File: src/rtl/dm_arbiter_pkg.sv
// rtl/dm_arbiter_pkg.sv - shared state encoding, defaults and helpers for the dm arbiter
package dm_arbiter_pkg;

    typedef enum logic [1:0] {
        S_CPU = 2'b00,
        S_EXT = 2'b01,
        S_RSP = 2'b10
    } arb_state_t;

    localparam int DEF_AW         = 7;
    localparam int DEF_DW         = 32;
    localparam int DEF_STARVE_MAX = 4;

    function automatic int cnt_width(input int max_val);
        int w;
        w = $clog2(max_val + 1);
        return (w < 1) ? 1 : w;
    endfunction

endpackage

File: src/rtl/dm_arbiter_starve_cnt.sv
// rtl/dm_arbiter_starve_cnt.sv - saturating starvation counter for the external requester
module dm_arbiter_starve_cnt #(
    parameter int MAX = 4,
    parameter int W   = 3
) (
    input  logic clk,
    input  logic rst,
    input  logic inc,
    input  logic clr,
    output logic at_max
);

    logic [W-1:0] cnt;

    // With MAX=0 the counter never leaves zero, so at_max is permanently true.
    assign at_max = (cnt == W'(MAX));

    always_ff @(posedge clk or posedge rst) begin
        if (rst) begin
            cnt <= '0;
        end else if (clr) begin
            cnt <= '0;
        end else if (inc && !at_max) begin
            cnt <= cnt + W'(1);
        end
    end

endmodule

File: src/rtl/dm_arbiter.sv
// rtl/dm_arbiter.sv - shares single-port data memory between the CPU data port and an external requester
module dm_arbiter
    import dm_arbiter_pkg::*;
#(
    parameter int AW         = DEF_AW,
    parameter int DW         = DEF_DW,
    parameter int STARVE_MAX = DEF_STARVE_MAX
) (
    input  logic          clk,
    input  logic          rst,
    input  logic          cpu_req,
    input  logic          cpu_we,
    input  logic [AW-1:0] cpu_addr,
    input  logic [DW-1:0] cpu_wdata,
    output logic [DW-1:0] cpu_rdata,
    output logic          cpu_stall,
    input  logic          ext_req,
    input  logic          ext_we,
    input  logic [AW-1:0] ext_addr,
    input  logic [DW-1:0] ext_wdata,
    output logic          ext_gnt,
    output logic          ext_rvalid,
    output logic [DW-1:0] ext_rdata,
    output logic          dm_we,
    output logic [AW-1:0] dm_addr,
    output logic [DW-1:0] dm_din,
    input  logic [DW-1:0] dm_dout
);

    localparam int CW = cnt_width(STARVE_MAX);

    arb_state_t    state, state_nxt;
    logic          ext_we_q;
    logic [AW-1:0] ext_addr_q;
    logic [DW-1:0] ext_wdata_q;
    logic          in_cpu, accept, at_max, cnt_inc, cnt_clr;

    assign in_cpu  = (state == S_CPU);
    assign accept  = in_cpu & ext_req & (~cpu_req | at_max);
    assign cnt_inc = in_cpu & ext_req & cpu_req & ~accept;
    assign cnt_clr = in_cpu & ~cnt_inc;

    dm_arbiter_starve_cnt #(
        .MAX (STARVE_MAX),
        .W   (CW)
    ) u_starve_cnt (
        .clk    (clk),
        .rst    (rst),
        .inc    (cnt_inc),
        .clr    (cnt_clr),
        .at_max (at_max)
    );

    always_ff @(posedge clk or posedge rst) begin
        if (rst) begin
            state <= S_CPU;
        end else begin
            state <= state_nxt;
        end
    end

    always_comb begin
        state_nxt = S_CPU;
        case (state)
            S_CPU:   state_nxt = accept ? S_EXT : S_CPU;
            S_EXT:   state_nxt = S_RSP;
            S_RSP:   state_nxt = S_CPU;
            default: state_nxt = S_CPU;
        endcase
    end

    // dm follows state combinationally so an async reset in S_EXT cancels the pending write.
    always_comb begin
        dm_we     = cpu_req & cpu_we;
        dm_addr   = cpu_addr;
        dm_din    = cpu_wdata;
        cpu_stall = 1'b0;
        ext_gnt   = accept;
        if (state == S_EXT) begin
            dm_we     = ext_we_q;
            dm_addr   = ext_addr_q;
            dm_din    = ext_wdata_q;
            cpu_stall = cpu_req;
        end
    end

    assign cpu_rdata = dm_dout;

    always_ff @(posedge clk or posedge rst) begin
        if (rst) begin
            ext_we_q    <= 1'b0;
            ext_addr_q  <= '0;
            ext_wdata_q <= '0;
            ext_rvalid  <= 1'b0;
            ext_rdata   <= '0;
        end else begin
            if (accept) begin
                ext_we_q    <= ext_we;
                ext_addr_q  <= ext_addr;
                ext_wdata_q <= ext_wdata;
            end
            ext_rvalid <= (state == S_EXT);
            if (state == S_EXT) begin
                ext_rdata <= dm_dout;
            end
        end
    end

endmodule
File: config.mk
export PLATFORM = sky130hd
export DESIGN_NAME = dm_arbiter
export DESIGN_NICKNAME = d
export VERILOG_FILES = /design/src/rtl/dm_arbiter_pkg.sv /design/src/rtl/dm_arbiter_starve_cnt.sv /design/src/rtl/dm_arbiter.sv
export SDC_FILE = /design/constraint.sdc
export NUM_CORES = 1
export LEC_CHECK = 0
export BUFFER_PORTS_ARGS = -buffer_cell sky130_fd_sc_hd__buf_2
export CORE_MARGIN = 8
export CORE_UTILIZATION = 47
export CTS_CLUSTER_DIAMETER = 30
export DETAILED_ROUTE_END_ITERATION = 10
export PLACE_DENSITY = 0.88
export SETUP_SLACK_MARGIN = 0.1
export SLEW_MARGIN = 10
export SYNTH_ARGS = -nofsm -noshare
export SYNTH_HDL_FRONTEND = slang
export SYNTH_SLANG_ARGS = --single-unit
File: constraint.sdc
create_clock -name clk -period 5.5 [get_ports clk]
set_clock_uncertainty 0.15 [all_clocks]
set_input_delay 0.275 -clock clk [delete_from_list [all_inputs] [get_ports clk]]
set_output_delay 0.275 -clock clk [all_outputs]
set_load 0.005 [all_outputs]
# == After elaboration in Yosys (flattened, before gate mapping) ==
# Index checks and enable logic that the tools add are counted.
# totals
regBits,78
out_inout_bits,107
inputBits,116
# op_classes
mux,8
bitwise,10
reduce_logical,4
n_eq_ne,2
addsub,1
# ops
op,count
2-to-1 mux 32 bit,1
2-to-1 mux 7 bit,1
AND 1 bit,6
2-to-1 mux 3 bit,2
case mux 2 bit (2 select lines),1
"adder 3 x 1 -> 3 bit, second input constant",1
"== test 3 bit, second input constant",1
2-to-1 mux 1 bit,3
inverter 1 bit,3
"== test 2 x 1 -> 1 bit, second input constant",1
logical NOT 2 bit,1
nonzero test 2 bit,1
logical AND 1 bit,1
logical NOT 1 bit,1
bitwise OR 1 bit,1

# == Longest topological paths before layout ==
# Gate-level depths: netlist of the first run.
# logic_depth
word_depth,8
depth_mapped,6
ltp_nobuf,5

# == By module ==
# Synthesis of the first run repeated with hierarchy kept, for this count alone.
# unflattened
hier_cells,261
hier_area_um2,3876.2
# by_module_without_submodules
mod,seq_area_each_um2,cells_each,area_per_inst_um2,instances
dm_arbiter,1851.8,242,3679.8,1
dm_arbiter_starve_cnt,75.1,19,196.4,1

# == Least setup slack after synthesis of the first run ==
# Ideal clock, no wire load.
# synth_path
kind,register to register
from,reg u_starve_cnt.cnt[0]
to,reg ext_addr_q[0]
stages_incl_launch_ff,7
synth_period_minus_slack_ns,1.907
setup_time_ns,0.125
t_arrival_ns,1.632
slack_ns,3.593
path_cell_list,dfrtp_1 > inv_1 > ha_1 > a21boi_0 > nor3b_4 > buf_6 > mux2_4
# synth_between
elab_chain_cells,3
# synth_rtl
item,line,source
from (decl),dm_arbiter_starve_cnt.sv:13,logic [W-1:0] cnt;
from (signal assigned),dm_arbiter_starve_cnt.sv:24,cnt <= cnt + W'(1);
== test 3 bit,dm_arbiter_starve_cnt.sv:16,assign at_max = (cnt == W'(MAX));
bitwise OR 1 bit,dm_arbiter.sv:39,assign accept = in_cpu & ext_req & (~cpu_req | at_max);
AND 1 bit,dm_arbiter.sv:39,
to (signal assigned),dm_arbiter.sv:99,ext_addr_q <= ext_addr;
to (decl),dm_arbiter.sv:34,logic [AW-1:0] ext_addr_q;
# No other way between the ends.
# A chain may end at the register's enable or synchronous reset.

# == Final worst setup path of the first run ==
# layout_path
from,reg u_starve_cnt.cnt[0]
to,reg ext_wdata_q[1]
# layout_between
elab_chain_cells,3
# layout_rtl
item,line,source
== test 3 bit,dm_arbiter_starve_cnt.sv:16,
bitwise OR 1 bit,dm_arbiter.sv:39,
AND 1 bit,dm_arbiter.sv:39,
to (signal assigned),dm_arbiter.sv:100,ext_wdata_q <= ext_wdata;
to (decl),dm_arbiter.sv:35,logic [DW-1:0] ext_wdata_q;
# No other way between the ends.

==> results.yml, run 1 <==
synthesis:
  synth_compound_area_frac: 0.0112
  synth_top_cells_by_count: "77 x dfrtp_1, 72 x mux2_2, 39 x mux2_4, 33 x buf_4, 6 x buf_2"
  async_reset_ff_frac: 1.00
  ys_ff_latch: 77
  yosys-top-cells-area: "dfrtp_1 51%, mux2_2 21%, mux2_4 15%"
  syn_area_per_cell_um2: 14.9
  synth_xor_area_frac: 0
  syn_area_mm2: 0.00381
  synth_most_common_cell: "dfrtp_1"
  yosys_warnings: 0
  yosys.area_share.simple: 0.0216
  synth_top_family_by_area: "multiplexers"
  ys_types: 22
  muxShareOfSynthArea: 0.366
  synth_ff_type: "dfrtp_1"
  postSynthCellCount: 256
  yosys.area.top_type: "dfrtp_1"
  synth-adder-area-share: 0.00656
  yosysSeqAreaShare: 0.505
  synth.top_cell.area_share: 0.505
  synth_edf_count: 0
  synth_nets: 374
sta:
  max_slew_margin: 0.386
  clock.fmax_ghz: 0.337
  rsz0062_at_grt: "no"
  timing.final.crit_period_ns: 2.97
  worstMarginPinSlew_ns: 0.921
  setup_violations: 0
  final.period_utilization: 0.539
  tns_ns: 0
  hold_viol: 0
  drv_slew: 0
  setup_ws_ns: 2.53
clock_tree:
  cts_tree: "yes"
  cts_sinks: 77
  cts-root-buf: "clkbuf_8"
  worstSkewPairLatency_ns: 0.33
  postCtsSetupBuffers: 0
  numCtsBuffers: 9
  h-tree-depth: 3
  clk_path_buf_depth: 2
  hold_buffers: 4
  cts.repair.resized: 0
  clk_pin_slew_worst_paths_ns: 0.08
layout:
  nFillCells: 640
  seq_area_mm2: 0.00193
  antenna_cells: 0
  multi_input_area_mm2: 0.00155
  area_growth_pct: 32.1
  fin_nets: 570
  drive_gt1_frac: 0.778
floorplan:
  fp-row-count: 33
  io_pins: 223
  start_util: 0.474
  die_area_mm2: 0.0113
  dieHeight_um: 106
  core_mm2: 0.00805
  die_x_um: 106
place:
  routabilityCongestion: 0.764
  place_ws_ns: 2.52
  port_buffers: 222
  hpwl_um: 7630
global_route:
  grt_start_max_net_pins: 78
  grt_antenna_before_repair: 0
  grt-ovfl-total: 0
  grt_pass1_vias: 3029
  grt_pass1_wl_um: 15100
  grt_use_total: 0.164
drt:
  wirelength_um: 9430
  viasPerCell: 4.76
  final_antenna_net_count: 0
  avgRoutedWirePerCell_um: 16.8
  drt_iter0_drc: 109
  dr.pass1.iters: 4
  vias: 2668
  route.detailed.drc: 0
critical_path:
  r2r-end: "ext_wdata_q[1]"
  startpoint_type: "flip-flop"
  path_class: "reg -> reg"
  slowest_stage: "nor3b_4"
  worstPathRequired_ns: 5.56
  end_kind: "flip-flop"
  critical_path_peak_fanout: 29
  reg2reg_from: "u_starve_cnt.cnt[0]"
  crit_arrival_ns: 3.03
  path_cells: "inv_1, ha_1, a21boi_0, nor3b_4, buf_4, mux2_2"
  worstRegToRegCells: 6
  max_stage_delay_ns: 0.80
  r2r_slack_ns: 2.53
hold_path:
  min_from: "ext_wdata[10]"
  hold_path_class: "in -> reg"
  holdPathEnd: "ext_wdata_q[10]"
  min_path_cells: 2
run:
  cap_violations: 0
pwr:
  p_per_area_mw_per_mm2: 335
  vdd_drop_max_mv: 0.170
  p_leak_nw: 2.57
outcome:
  status: "finished, final reports clean"
==> how the worst max path moves through the flow <==
| stage | start | endpoint | depth (start not counted) |
|---|---|---|---|
| CTS | u_starve_cnt.cnt[0] | ext_wdata_q[1] | 6 |
| global placement | u_starve_cnt.cnt[0] | ext_wdata_q[1] | 6 |
| finish | u_starve_cnt.cnt[0] | ext_wdata_q[1] | 6 |
| global route | u_starve_cnt.cnt[0] | ext_wdata_q[1] | 6 |
| floorplan | rst | ext_addr_q[0] | 1 |
| detailed placement | u_starve_cnt.cnt[0] | ext_wdata_q[1] | 6 |
==> placed cells by master, fill, tap and decap left out, drive strengths merged, types with 2 or more instances in the layout <==
cell	instances
buf	226
bufinv	3
clkbuf	10
dfrtp	77
dlygate4sd3	4
ha	2
inv	3
mux2	111
nand2	4
nor3b	2
nor4b	2
o21ai	2
==> worst max-delay path, delay by kind of cell (launching register included) <==
kind	cells	cell delay, ns
simple gates	1	0.80
mux	1	0.40
compound gates	1	0.22
flops	1	0.41
fa+ha+maj	1	0.19
buf+inv	2	0.67
==> power by group <==
group	switching, mW	total (mW)	internal (mW)
Sequential	0.0695	0.764	0.695
Clock	0.189	0.498	0.309
Combinational	0.152	0.424	0.272
Total	0.411	1.69	1.28
==> per-layer routing <==
| metal | GRT usage | vias up | share of wire |
|---|---|---|---|
| met3 | 0.0563 | 11 | 0.080 |
| met2 | 0.290 | 129 | 0.52 |
| li1 | - | 1258 | - |
| met4 | 0.0583 | 0 | 0.014 |
| met1 | 0.177 | 1270 | 0.39 |
| met5 | 0 | - | 0 |
==> metrics by stage <==
| stage | std cells | area (µm²) | util | power, mW | hold slack (ns) |
|---|---|---|---|---|---|
| final | 560 | 5040 | 0.626 | 1.69 | 0.0201 |
| after global routing | 560 | 5040 | 0.626 | 1.78 | 0.000980 |
| after CTS | 560 | 5040 | 0.626 | 1.71 | 0.000529 |
| after detailed placement | 542 | 4760 | 0.592 | 1.21 | 0.341 |
| after global placement | 542 | 4760 | 0.592 | 1.18 | 0.335 |
| after floorplan | 256 | 3810 | - | 1.02 | 0.273 |
==> layout make-up <==
cell class,instances,area share
sequential,77,0.382
multi-input combinational,131,0.308
timing repair buffer,230,0.234
clock buffer,10,0.0273
tap,105,0.0261
clock inverter,4,0.0194
inverter,3,0.00223
==> cell families after synthesis <==
logic type / after synthesis
and+or+nand+nor: 12
muxes: 111
adders and majority gates: 2
buffers and inverters: 48
AOI/OAI and AO/OA: 6
DFF: 77
==> registers in the layout, indices dropped and copies added (netlist names) <==
register          cells
ext_rdata            32
ext_wdata_q          32
ext_addr_q            7
u_starve_cnt.cnt      3
ext_rvalid            1
ext_we_q              1
state                 1
Power figures use the tool's default switching activity.
==> run 2, diff against run 1 <==
CORE_UTILIZATION = 40   (was 47)
PLACE_DENSITY = 0.8   (was 0.88)
clock period = 2.6 ns   (was 5.5 ns; I/O delays follow)
==> run 2 against run 1 <==
Net effect:
- via count is 12% higher
- cell area is 15% higher
- register-to-register slack lost 2.0 ns
- largest power group unchanged
- hold slack improved by 0.13 ns
- clock power grew 97%
- critical path depth unchanged
- utilization hardly changed
- global-route usage grew 0.59 points
- sequential power grew 110%
- clock-buffer cell count up 1
- cell count increased by 17%
- non-clock buffer count is 69 higher
==> results.yml, run 2 (synthesis results as in run 1) <==
global_route:
  grt_use_total: 0.170
  grt_pass1_vias: 3407
  grt-ovfl-total: 0
  grt_start_max_net_pins: 78
  grt_antenna_before_repair: 0
  grt_pass1_wl_um: 17500
sta:
  tns_ns: 0
  worstMarginPinSlew_ns: 0.527
  clock.fmax_ghz: 0.437
  max_slew_margin: 0.646
  whs_ns: 0.149
  setup_violations: 0
  timing.final.crit_period_ns: 2.29
  final.period_utilization: 0.880
  drv_slew: 0
  rsz0062_at_grt: "no"
  hold_viol: 0
  setup_ws_ns: 0.313
clock_tree:
  cts_tree: "yes"
  cts-root-buf: "clkbuf_8"
  clk_path_buf_depth: 2
  clk_pin_slew_worst_paths_ns: 0.07
  cts_sinks: 77
  postCtsSetupBuffers: 0
  worstSkewPairLatency_ns: 0.33
  h-tree-depth: 3
  hold_buffers: 74
  numCtsBuffers: 9
  cts.repair.resized: 0
layout:
  reg_top3: "ext_rdata x32, ext_wdata_q x32, ext_addr_q x7"
  layout_common_cells: "222 x buf_2, 77 x dfrtp_1, 74 x dlygate4sd3_1"
  layout_commonest_cell: "buf_2"
  fin_util: 0.626
  area_growth_pct: 51.5
  drive_gt1_frac: 0.672
  stdcell_area_mm2: 0.00578
  antenna_cells: 0
  fin_nets: 639
critical_path:
  worstRegToRegCells: 6
  worstPathRequired_ns: 2.32
  path_class: "reg -> out"
  max_stage_delay_ns: 0.41
  critPathTopFamily: "buffers and inverters"
  r2r_slack_ns: 0.49
  startpoint_type: "flip-flop"
  path_cells: "inv_1, ha_1, a21boi_0, nor3b_4, buf_12, buf_2"
  reg2reg_from: "u_starve_cnt.cnt[0]"
  slowest_stage: "dfrtp_1"
  r2r-end: "ext_wdata_q[1]"
  critical_path_peak_fanout: 41
  crit_arrival_ns: 2.01
  cp.buffers_inverters: 3
  end_kind: "primary output"
run:
  cap_violations: 0
drt:
  avgRoutedWirePerCell_um: 17.1
  wirelength_um: 11200
  viasPerCell: 4.55
  dr.pass1.iters: 3
  final_antenna_net_count: 0
  drt_iter0_drc: 86
  route.detailed.drc: 0
  vias: 2978
hold_path:
  min_path_cells: 4
  hold_path_class: "in -> reg"
  holdPathEnd: "u_starve_cnt.cnt[0]"
  min_from: "cpu_req"
floorplan:
  dieHeight_um: 114
  die_x_um: 114
  fp-row-count: 35
  core_mm2: 0.00924
  die_area_mm2: 0.0129
  start_util: 0.413
  io_pins: 223
pwr:
  p_clk_frac: 0.272
  vdd_drop_max_mv: 0.328
  comb_power_share: 0.277
  power.switching_uw: 924
  p_leak_nw: 2.86
  p_int_mw: 2.68
  p_per_area_mw_per_mm2: 624
  p_sw_frac: 0.256
  p_seq_frac: 0.451
outcome:
  status: "finished, final reports clean"
place:
  routabilityCongestion: 0.783
  place_ws_ns: 0.490
  hpwl_um: 7280
  placed_cell_area_mm2: 0.00483
  port_buffers: 222
==> run 2: routing by layer <==
metal / up-vias / routed length (µm) / part of all wire / global-route usage
li1: 1386 / - / - / -
met1: 1437 / 4180 / 0.37 / 0.170
met2: 141 / 5820 / 0.52 / 0.313
met3: 14 / 1000 / 0.090 / 0.0644
met4: 0 / 162 / 0.015 / 0.0577
met5: - / 0 / 0 / 0
==> run 2: worst max-delay path by stage <==
| stage | slack [ns] | startpoint | cells past startpoint | to |
|---|---|---|---|---|
| 2_1_floorplan | 0.35 | rst | 1 | ext_addr_q[0] |
| 3_3_place_gp | 0.59 | u_starve_cnt.cnt[0] | 6 | ext_wdata_q[1] |
| 3_5_place_dp | 0.49 | u_starve_cnt.cnt[0] | 6 | ext_wdata_q[1] |
| 4_1_cts | 0.29 | u_starve_cnt.cnt[0] | 6 | ext_gnt |
| 5_1_grt | 0.22 | u_starve_cnt.cnt[0] | 6 | ext_gnt |
| 6_report | 0.31 | u_starve_cnt.cnt[0] | 6 | ext_gnt |
==> run 2: worst register-to-register path, stage by stage, from the launching register on <==
cell	delay, ns
dfrtp_1	0.41
inv_1	0.08
ha_1	0.19
a21boi_0	0.20
nor3b_4	0.28
buf_12	0.32
mux2_2	0.38
==> run 2: layout make-up <==
cell class	instances	area, µm²
flip-flops and latches	77	1930
fillers	688	3460
well taps	129	161
multi-input cells	131	1550
inverters	3	12.5
repair buffers	299	1910
clock buffers	11	141
clock inverters	4	72.6
==> run 2: power by group through the flow <==
stage	registers [mW]	clock network (mW)	logic, mW
floorplan	1.61	0	0.551
global placement	1.63	0	0.881
detailed placement	1.63	0	0.916
CTS	1.62	1.02	1.00
global route	1.66	1.06	1.09
finish	1.63	0.981	1.00
==> run 2: metrics by stage <==
stage / power (mW) / cells
2_1_floorplan: 2.16 / 256
3_3_place_gp: 2.51 / 565
3_5_place_dp: 2.55 / 565
4_1_cts: 3.64 / 654
5_1_grt: 3.81 / 654
6_report: 3.61 / 654
